==> config.mk <==
export PLATFORM = sky130hd
export DESIGN_NAME = morse_digit_sequencer
export DESIGN_NICKNAME = d
export VERILOG_FILES = /design/src/rtl/morse_digit_sequencer.sv
export SDC_FILE = /design/constraint.sdc
export NUM_CORES = 1
export LEC_CHECK = 0
export CAP_MARGIN = 20
export CORE_MARGIN = 3
export CORE_UTILIZATION = 50
export DETAILED_ROUTE_END_ITERATION = 10
export PLACE_DENSITY_LB_ADDON = 0.08
export RECOVER_POWER = 25
export SYNTH_ARGS = -nofsm -noshare
export SYNTH_HDL_FRONTEND = slang
export SYNTH_SLANG_ARGS = --single-unit
==> constraint.sdc <==
create_clock -name clk -period 3.7 [get_ports clk]
set_input_delay 0.74 -clock clk [delete_from_list [all_inputs] [get_ports clk]]
set_output_delay 0.74 -clock clk [all_outputs]
set_load 0.03 [all_outputs]
==> src/rtl/morse_digit_sequencer.sv <==
// Buffers BCD digits and keys them onto led as ITU Morse; MORSE_WORD_GAP_EN adds a 7-unit word gap after the last digit.
// Latency: accept at E0 into an idle block -> led high after E2; in_ready drops only when the DEPTH-entry FIFO is full.
module morse_digit_sequencer #(
    parameter int UNIT_CYCLES = 25_000_000,
    parameter int DEPTH       = 4,
    parameter int CW          = 25
) (
    input  logic                         clk,
    input  logic                         rst,
    input  logic                         in_valid,
    input  logic [3:0]                   digit_in,
    output logic                         in_ready,
    input  logic                         abort,
    output logic                         led,
    output logic                         busy,
    output logic [$clog2(DEPTH+1)-1:0]   fifo_count,
    output logic                         bad_digit
);

    localparam int AW = $clog2(DEPTH);
    localparam int NW = $clog2(DEPTH + 1);
    localparam logic [CW-1:0] DOT_LAST   = CW'(UNIT_CYCLES - 1);
    localparam logic [CW-1:0] DASH_LAST  = CW'(3 * UNIT_CYCLES - 1);
    localparam logic [CW-1:0] CHAR_EARLY = CW'(3 * UNIT_CYCLES - 2);

    typedef enum logic [2:0] {
        IDLE,
        LOAD,
        MARK,
        SPACE,
        CHARGAP
`ifdef MORSE_WORD_GAP_EN
        , WORDGAP
`endif
    } state_t;

    state_t          state, state_nxt;
    logic [3:0]      mem [DEPTH];
    logic [AW-1:0]   wr_ptr, rd_ptr;
    logic            push, pop;
    logic [CW-1:0]   cnt, cnt_last;
    logic            phase_done;
    logic [2:0]      sym_left, sym_left_nxt;
    logic [4:0]      pattern, pattern_nxt;

    // MSB-first symbol pattern, 1 = dash
    function automatic logic [4:0] encode(input logic [3:0] d);
        case (d)
            4'd0:    encode = 5'b11111;
            4'd1:    encode = 5'b01111;
            4'd2:    encode = 5'b00111;
            4'd3:    encode = 5'b00011;
            4'd4:    encode = 5'b00001;
            4'd5:    encode = 5'b00000;
            4'd6:    encode = 5'b10000;
            4'd7:    encode = 5'b11000;
            4'd8:    encode = 5'b11100;
            4'd9:    encode = 5'b11110;
            default: encode = 5'b00000;
        endcase
    endfunction

    assign in_ready = (fifo_count != NW'(DEPTH));
    assign push     = in_valid && in_ready && (digit_in <= 4'd9) && !abort;
    assign pop      = (state == LOAD) && !abort;
    assign busy     = (state != IDLE) || (fifo_count != '0);

    always_comb begin
        cnt_last = DOT_LAST;
        case (state)
            MARK:    cnt_last = pattern[4] ? DASH_LAST : DOT_LAST;
            CHARGAP: cnt_last = DASH_LAST;
            default: cnt_last = DOT_LAST;
        endcase
    end

    assign phase_done = (cnt == cnt_last);

    always_comb begin
        state_nxt    = state;
        sym_left_nxt = sym_left;
        pattern_nxt  = pattern;
        if (abort) begin
            state_nxt = IDLE;
        end else begin
            case (state)
                IDLE: begin
                    if (fifo_count != '0) state_nxt = LOAD;
                end
                LOAD: begin
                    state_nxt    = MARK;
                    pattern_nxt  = encode(mem[rd_ptr]);
                    sym_left_nxt = 3'd5;
                end
                MARK: begin
                    if (phase_done) begin
                        sym_left_nxt = sym_left - 3'd1;
                        state_nxt    = (sym_left > 3'd1) ? SPACE : CHARGAP;
                    end
                end
                SPACE: begin
                    if (phase_done) begin
                        pattern_nxt = {pattern[3:0], 1'b0};
                        state_nxt   = MARK;
                    end
                end
                CHARGAP: begin
                    // Leave one cycle early when a digit is waiting so the LOAD cycle
                    // falls inside the gap and the visible low stays exactly 3 units.
                    if ((fifo_count != '0) && (cnt >= CHAR_EARLY)) begin
                        state_nxt = LOAD;
                    end else if (phase_done) begin
`ifdef MORSE_WORD_GAP_EN
                        state_nxt    = WORDGAP;
                        sym_left_nxt = 3'd4;
`else
                        state_nxt    = IDLE;
`endif
                    end
                end
`ifdef MORSE_WORD_GAP_EN
                WORDGAP: begin
                    // four single-unit phases keep the counter inside the 3-unit range
                    if (phase_done) begin
                        sym_left_nxt = sym_left - 3'd1;
                        if (sym_left == 3'd1) state_nxt = IDLE;
                    end
                end
`endif
                default: state_nxt = IDLE;
            endcase
        end
    end

    always_ff @(posedge clk or negedge rst) begin
        if (!rst) begin
            state     <= IDLE;
            cnt       <= '0;
            sym_left  <= '0;
            pattern   <= '0;
            led       <= 1'b0;
            bad_digit <= 1'b0;
        end else begin
            state    <= state_nxt;
            sym_left <= sym_left_nxt;
            pattern  <= pattern_nxt;
            if ((state_nxt != state) || phase_done || (state == IDLE)) begin
                cnt <= '0;
            end else begin
                cnt <= cnt + CW'(1);
            end
            led       <= (state_nxt == MARK);
            bad_digit <= in_valid && in_ready && (digit_in > 4'd9) && !abort;
        end
    end

    always_ff @(posedge clk or negedge rst) begin
        if (!rst) begin
            wr_ptr     <= '0;
            rd_ptr     <= '0;
            fifo_count <= '0;
        end else if (abort) begin
            wr_ptr     <= '0;
            rd_ptr     <= '0;
            fifo_count <= '0;
        end else begin
            if (push) wr_ptr <= wr_ptr + AW'(1);
            if (pop)  rd_ptr <= rd_ptr + AW'(1);
            case ({push, pop})
                2'b10:   fifo_count <= fifo_count + NW'(1);
                2'b01:   fifo_count <= fifo_count - NW'(1);
                default: fifo_count <= fifo_count;
            endcase
        end
    end

    always_ff @(posedge clk) begin
        if (push) mem[wr_ptr] <= digit_in;
    end

endmodule

# After elaboration in Yosys (flattened, before gate mapping)
# Memory sizes are Yosys's and may differ from the RTL's.
# Cells that the tools add are included.
# word_totals
regBits	45
latch_bits	0
ramBits	16
romBits	80
output_inout_bits	7
wordCells	78
n_memories	2
# classes
n_addsub	6
mul	0
n_div	0
order_cmp	4
eq_ne	12
shift	0
n_mux	23
bitwise	1
reduce_logical	21
# memory_table
name	words	word_bits	read_ports	rd_clocked_by_memory_dff	wr	line_no	source
(no name shown)	16	5	1	0	0	48	case (d)
mem	4	4	1	0	1	38	logic [3:0] mem [DEPTH];
# ops
cell	count
$mux 25	2
$pmux 25 s2	1
$mux 3	9
$add 25x1->25 const B	1
$eq 25x25->1	1
$ge 25x23->1 const B	1
$pmux 3 s5	1
$pmux 3 s2	2
$pmux 5 s2	1
$eq 3x2->1 const B	3
$reduce_bool 3->1	3
$mux 2	4
$reduce_bool 2->1	4
$logic_and 1x1->1	7
$reduce_and 3->1	2
$sub 3x1->3 const B	2
$mux 5	1
$add 2x1->2 const B	2
$gt 4x4->1 const B	1
$le 4x4->1 const B	1
$ne 2x2->1 const B	2
$add 3x1->3 const B	1
$eq 3x1->1 const B	1
$eq 3x3->1 const B	1
other kinds (10)	13

# Longest topological paths before layout
# logic_depth
depth_word	11
mapped_depth	10

# Worst setup path before layout
# Ideal clock, no wire load.
# synth_path
path_kind	register -> register
start	reg fifo_count[1]
end	reg fifo_count[2]
arrival_time_ps	2270
required_ps	3568
slack_ps	1298
path_stages_with_launch	10
n_path_buf	0
synth_period_minus_slack_ps	2402
cell_sequence	dfrtp_1 -> or3b_2 -> nand3_1 -> nand2_1 -> nor2_1 -> fa_1 -> nor3b_1 -> o21bai_1 -> xnor2_1 -> nor2_1
# synth_via
elab_chain_cells	7
elab_cells_between_ends	11
cone_classes	add/sub: 2; eq/ne: 3; mux: 2; reduce/logical: 4
# synth_rtl
element	line_no	source
start, declared	16	output logic [$clog2(DEPTH+1)-1:0] fifo_count,
start signal, assigned	170	2'b10: fifo_count <= fifo_count + NW'(1);
start signal, assigned	171	2'b01: fifo_count <= fifo_count - NW'(1);
start signal, assigned	172	default: fifo_count <= fifo_count;
$ne 3x3->1 *	63	assign in_ready = (fifo_count != NW'(DEPTH));
via in_ready	12	output logic in_ready,
$logic_and 1x1->1 * (3 in series)	64	assign push = in_valid && in_ready && (digit_in <= 4'd9) && !abort;
$eq 2x1->1 or $eq 2x2->1 (tied branches)	169	case ({push, pop})
$pmux 3 s2	169	
$mux 3	162	end else if (abort) begin
# Mark *: on every way through the listed nets, which the timed path passes. The rest lies on a longest branch.
# A chain may end at the register's enable or synchronous reset.

# Worst setup path in the final report
# layout_path
start	reg fifo_count[0]
end	out busy
# layout_via
elab_chain_cells	2
# layout_rtl
element	line_no	source
$reduce_bool 3->1	66	assign busy = (state != IDLE) || (fifo_count != '0);
$logic_or 1x1->1	66	
end, declared	15	output logic busy,
# Every way passes these cells.

==> summary.json <==
{
  "place": {
    "finalWeightedCongestion": 0.851,
    "postPlaceCellArea_mm2": 0.00360,
    "post-dp-hpwl_um": 4530,
    "dp_cells": 398,
    "port_buffers": 14,
    "placement.setup.worst_slack_ns": 0.611
  },
  "sta": {
    "grt_setup_unrepaired": "no",
    "tightest_slew_ns": 2.15,
    "finalSetupTns_ns": 0,
    "timing.final.max_slew_violations": 41,
    "hold_ws_ns": 0.272,
    "skew_ns": 0.00510,
    "total_of_endpoints_with_negative_setup_slack_in_the_final_report": 0,
    "fin_crit_sh_pct": 75.0,
    "final_period_minus_worst_setup_slack_ns": 2.77,
    "clock.fmax_mhz": 360,
    "layout_setup_ws_ns": 0.926,
    "report.final.hold_viol_count": 0,
    "timing.max_slew.rel_slack_pct": -43.4
  },
  "power_and_ir_drop": {
    "vdd.ir_drop.worst_uv": 404,
    "p_switching_mw": 0.635,
    "sw_ratio_pct": 30.7,
    "power_leakage_nw": 1.46,
    "pwr-share-clk_pct": 34.3,
    "power.density_mw_per_mm2": 537,
    "comb_power_share_pct": 24.5,
    "seq_power_share_pct": 41.2,
    "intPower_mw": 1.43
  },
  "yosys": {
    "synth.cells.most_frequent": "sky130_fd_sc_hd__dfrtp_1 (45), sky130_fd_sc_hd__nor2_1 (29), sky130_fd_sc_hd__nand2_1 (22), sky130_fd_sc_hd__xnor2_1 (18)",
    "synth_nets": 337,
    "yosysTopAreaCell": "sky130_fd_sc_hd__dfrtp_1",
    "synth_seq_cells": 61,
    "yosysSeqAreaShare_pct": 46.6,
    "synth_edf_count": 16,
    "yosysWarnings": 0,
    "synth_flop_cell": "sky130_fd_sc_hd__dfrtp_1",
    "synth_largest_type_area_fraction_pct": 32.7,
    "ys_async_sr_fraction_pct": 73.8,
    "ys_top_cells_by_area": "sky130_fd_sc_hd__dfrtp_1 (33%), sky130_fd_sc_hd__edfxtp_1 (14%), sky130_fd_sc_hd__xnor2_1 (4.6%)",
    "yosys.cell_count.top_type": "sky130_fd_sc_hd__dfrtp_1",
    "syn_avg_cell_area_um2": 10.8,
    "synth_area_mm2": 0.00345,
    "syn-instance-count": 320,
    "synth_cell_types": 54
  },
  "clock_tree": {
    "buffer_cell_driving_the_clock_tree_root": "sky130_fd_sc_hd__clkbuf_8",
    "clk_latency_worst_skew_pair_ns": 0.34,
    "post-cts-setup-buffers": 0,
    "number_of_cells_upsized_or_downsized_after_cts": 0,
    "tritoncts": "done",
    "htreeDepth": 3,
    "cts_hold_buffers": 0,
    "ctsLongestPathBuffers": 2,
    "cts_sink_cnt": 61,
    "cts.clk_slew.worst_paths_ns": 0.07,
    "tritoncts.num_buffers": 9
  },
  "critical_path": {
    "startpoint_type_of_the_worst_setup_path": "flip-flop",
    "cp_slowest_cell": "sky130_fd_sc_hd__clkdlybuf4s50_1",
    "crit_arrival_ns": 2.03,
    "critPathKind": "reg2out",
    "crit_path_cell_trace": "nor3_1 > nand2_1 > clkdlybuf4s50_1",
    "cp_slowest_stage_delay_ns": 0.62,
    "critical_path_buf_inv_count": 1,
    "worst-path-max-fanout": 5,
    "crit_path_end_kind": "output pin",
    "critical_path_required_ns": 2.96,
    "crit_family": "simple AND/OR/NAND/NOR gates"
  },
  "finish": {
    "area_growth_syn_to_layout_pct": 11.6,
    "antenna_cells_inserted": 0,
    "finalInstanceArea_mm2": 0.00384,
    "nFillCells": 540,
    "nNetsFinal": 350,
    "post_route_cells_drive_above_1_share_pct": 16.3,
    "finish.cell_count_without_fillers": 415
  },
  "detailed_routing": {
    "vias_post_dr": 2369,
    "routed_wirelength_um": 6560,
    "drcViolationCount": 0,
    "post_drt_via_cell_ratio": 5.71,
    "detail_route.first_pass.iterations": 4,
    "route.antenna.remaining_nets": 0,
    "routed_wire_length_per_instance_um": 15.8,
    "first_iter_violations": 127
  },
  "global_route": {
    "grt_pass1_wl_um": 11300,
    "grt_usage_pct": 18.9,
    "grt_overflow_total": 0,
    "initial_antenna_violation_count": 0,
    "first_global_vias": 2279,
    "grt_max_degree": 46
  },
  "floorplan": {
    "area_enclosed_by_the_die_boundary_mm2": 0.00792,
    "io-pin-count": 15,
    "die_w_um": 89.0,
    "floorplan.die.height_um": 89.0,
    "initial_core_util_pct": 53.1,
    "core_area_mm2": 0.00649,
    "core.rowCount": 29
  },
  "run": {
    "max_cap_viol_count": 1
  },
  "min_path": {
    "hold_path.class": "in2async"
  },
  "run_status": {
    "run_status": "complete, but fails checks",
    "violations_in_the_final_reports": "capacitance limit, slew limit"
  }
}
[path summary, 6_finish.rpt]
check                      slack (ns)           to          start  cells past startpoint
max                              0.93         busy  fifo_count[0]                      3
min                              0.27   pattern[0]            rst                      1
max reg2reg                      1.03  sym_left[2]        cnt[12]                      5
min reg2reg                      0.48   pattern[3]     pattern[3]                      2
max in group asynchronous        1.09      cnt[16]            rst                      2
min in group clk                 0.48   pattern[3]     pattern[3]                      2
[registers in the layout, indices dropped and copies added (netlist names)]
| signal | flops |
|---|---|
| cnt | 25 |
| mem | 16 |
| pattern | 5 |
| fifo_count | 3 |
| state | 3 |
| sym_left | 3 |
| rd_ptr | 2 |
| wr_ptr | 2 |
| bad_digit | 1 |
| led | 1 |
[final cells by class]
cell class	count	area, µm²	share of cell area [%]
clock buffer	10	128	3.32
tap	77	96.3	2.51
multi-input combinational	229	1680	43.8
timing repair buffer	20	175	4.56
clock inverter	6	111	2.90
sequential	61	1610	41.8
inverter	12	45.0	1.17
[power groups by stage]
| stage | Combinational (mW) | Clock (mW) | Sequential, mW |
|---|---|---|---|
| after floorplan | 0.367 | 0 | 0.850 |
| after global placement | 0.505 | 0 | 0.861 |
| after detailed placement | 0.511 | 0 | 0.864 |
| after CTS | 0.515 | 0.730 | 0.851 |
| after global routing | 0.568 | 0.759 | 0.866 |
| final | 0.506 | 0.709 | 0.850 |
[routing by layer]
layer	vias to the layer above	global-route usage, %	share of wire [%]
met2	18	25.5	43
met3	9	3.41	1.7
met4	0	8.66	1.9
met5	-	0	0
met1	1160	29.2	54
li1	1182	-	-
[layout by cell type (no fill, tap or decap), drive strengths merged, types with 2 or more instances in the layout]
cell type,instances
edfxtp,16
and4,2
and2,4
nor4,22
nor3,11
nand4,13
clkinv,2
and3,4
nand2b,5
o21ai,17
xor2,11
o21bai,2
buf,5
nand2,22
mux2i,3
dfrtp,45
ha,8
a211oi,2
bufinv,3
nor2,33
clkdlybuf4s50,13
o211ai,4
or3b,2
inv,12
mux4,4
o22ai,2
nand3,13
xnor2,18
clkbuf,12
nand3b,2
a21oi,8
[metrics by stage]
step | power (mW) | util (%)
global placement | 1.37 | 55.5
floorplan | 1.22 | -
global route | 2.19 | 59.2
detailed placement | 1.37 | 55.5
finish | 2.07 | 59.2
CTS | 2.10 | 59.2
[cells by family (layout without fill, tap and decap cells)]
family	after synthesis	count (layout)	share of synthesized area, %
AO/OA/AOI/OAI	41	41	8.24
XOR/XNOR	29	29	7.37
adder cells (fa/ha/maj)	9	9	3.49
buffers and inverters	30	48	4.65
flip-flops	61	61	46.6
multiplexers	8	8	3.81
AND/OR/NAND/NOR	142	142	25.8
(Power assumes the default switching activity.)
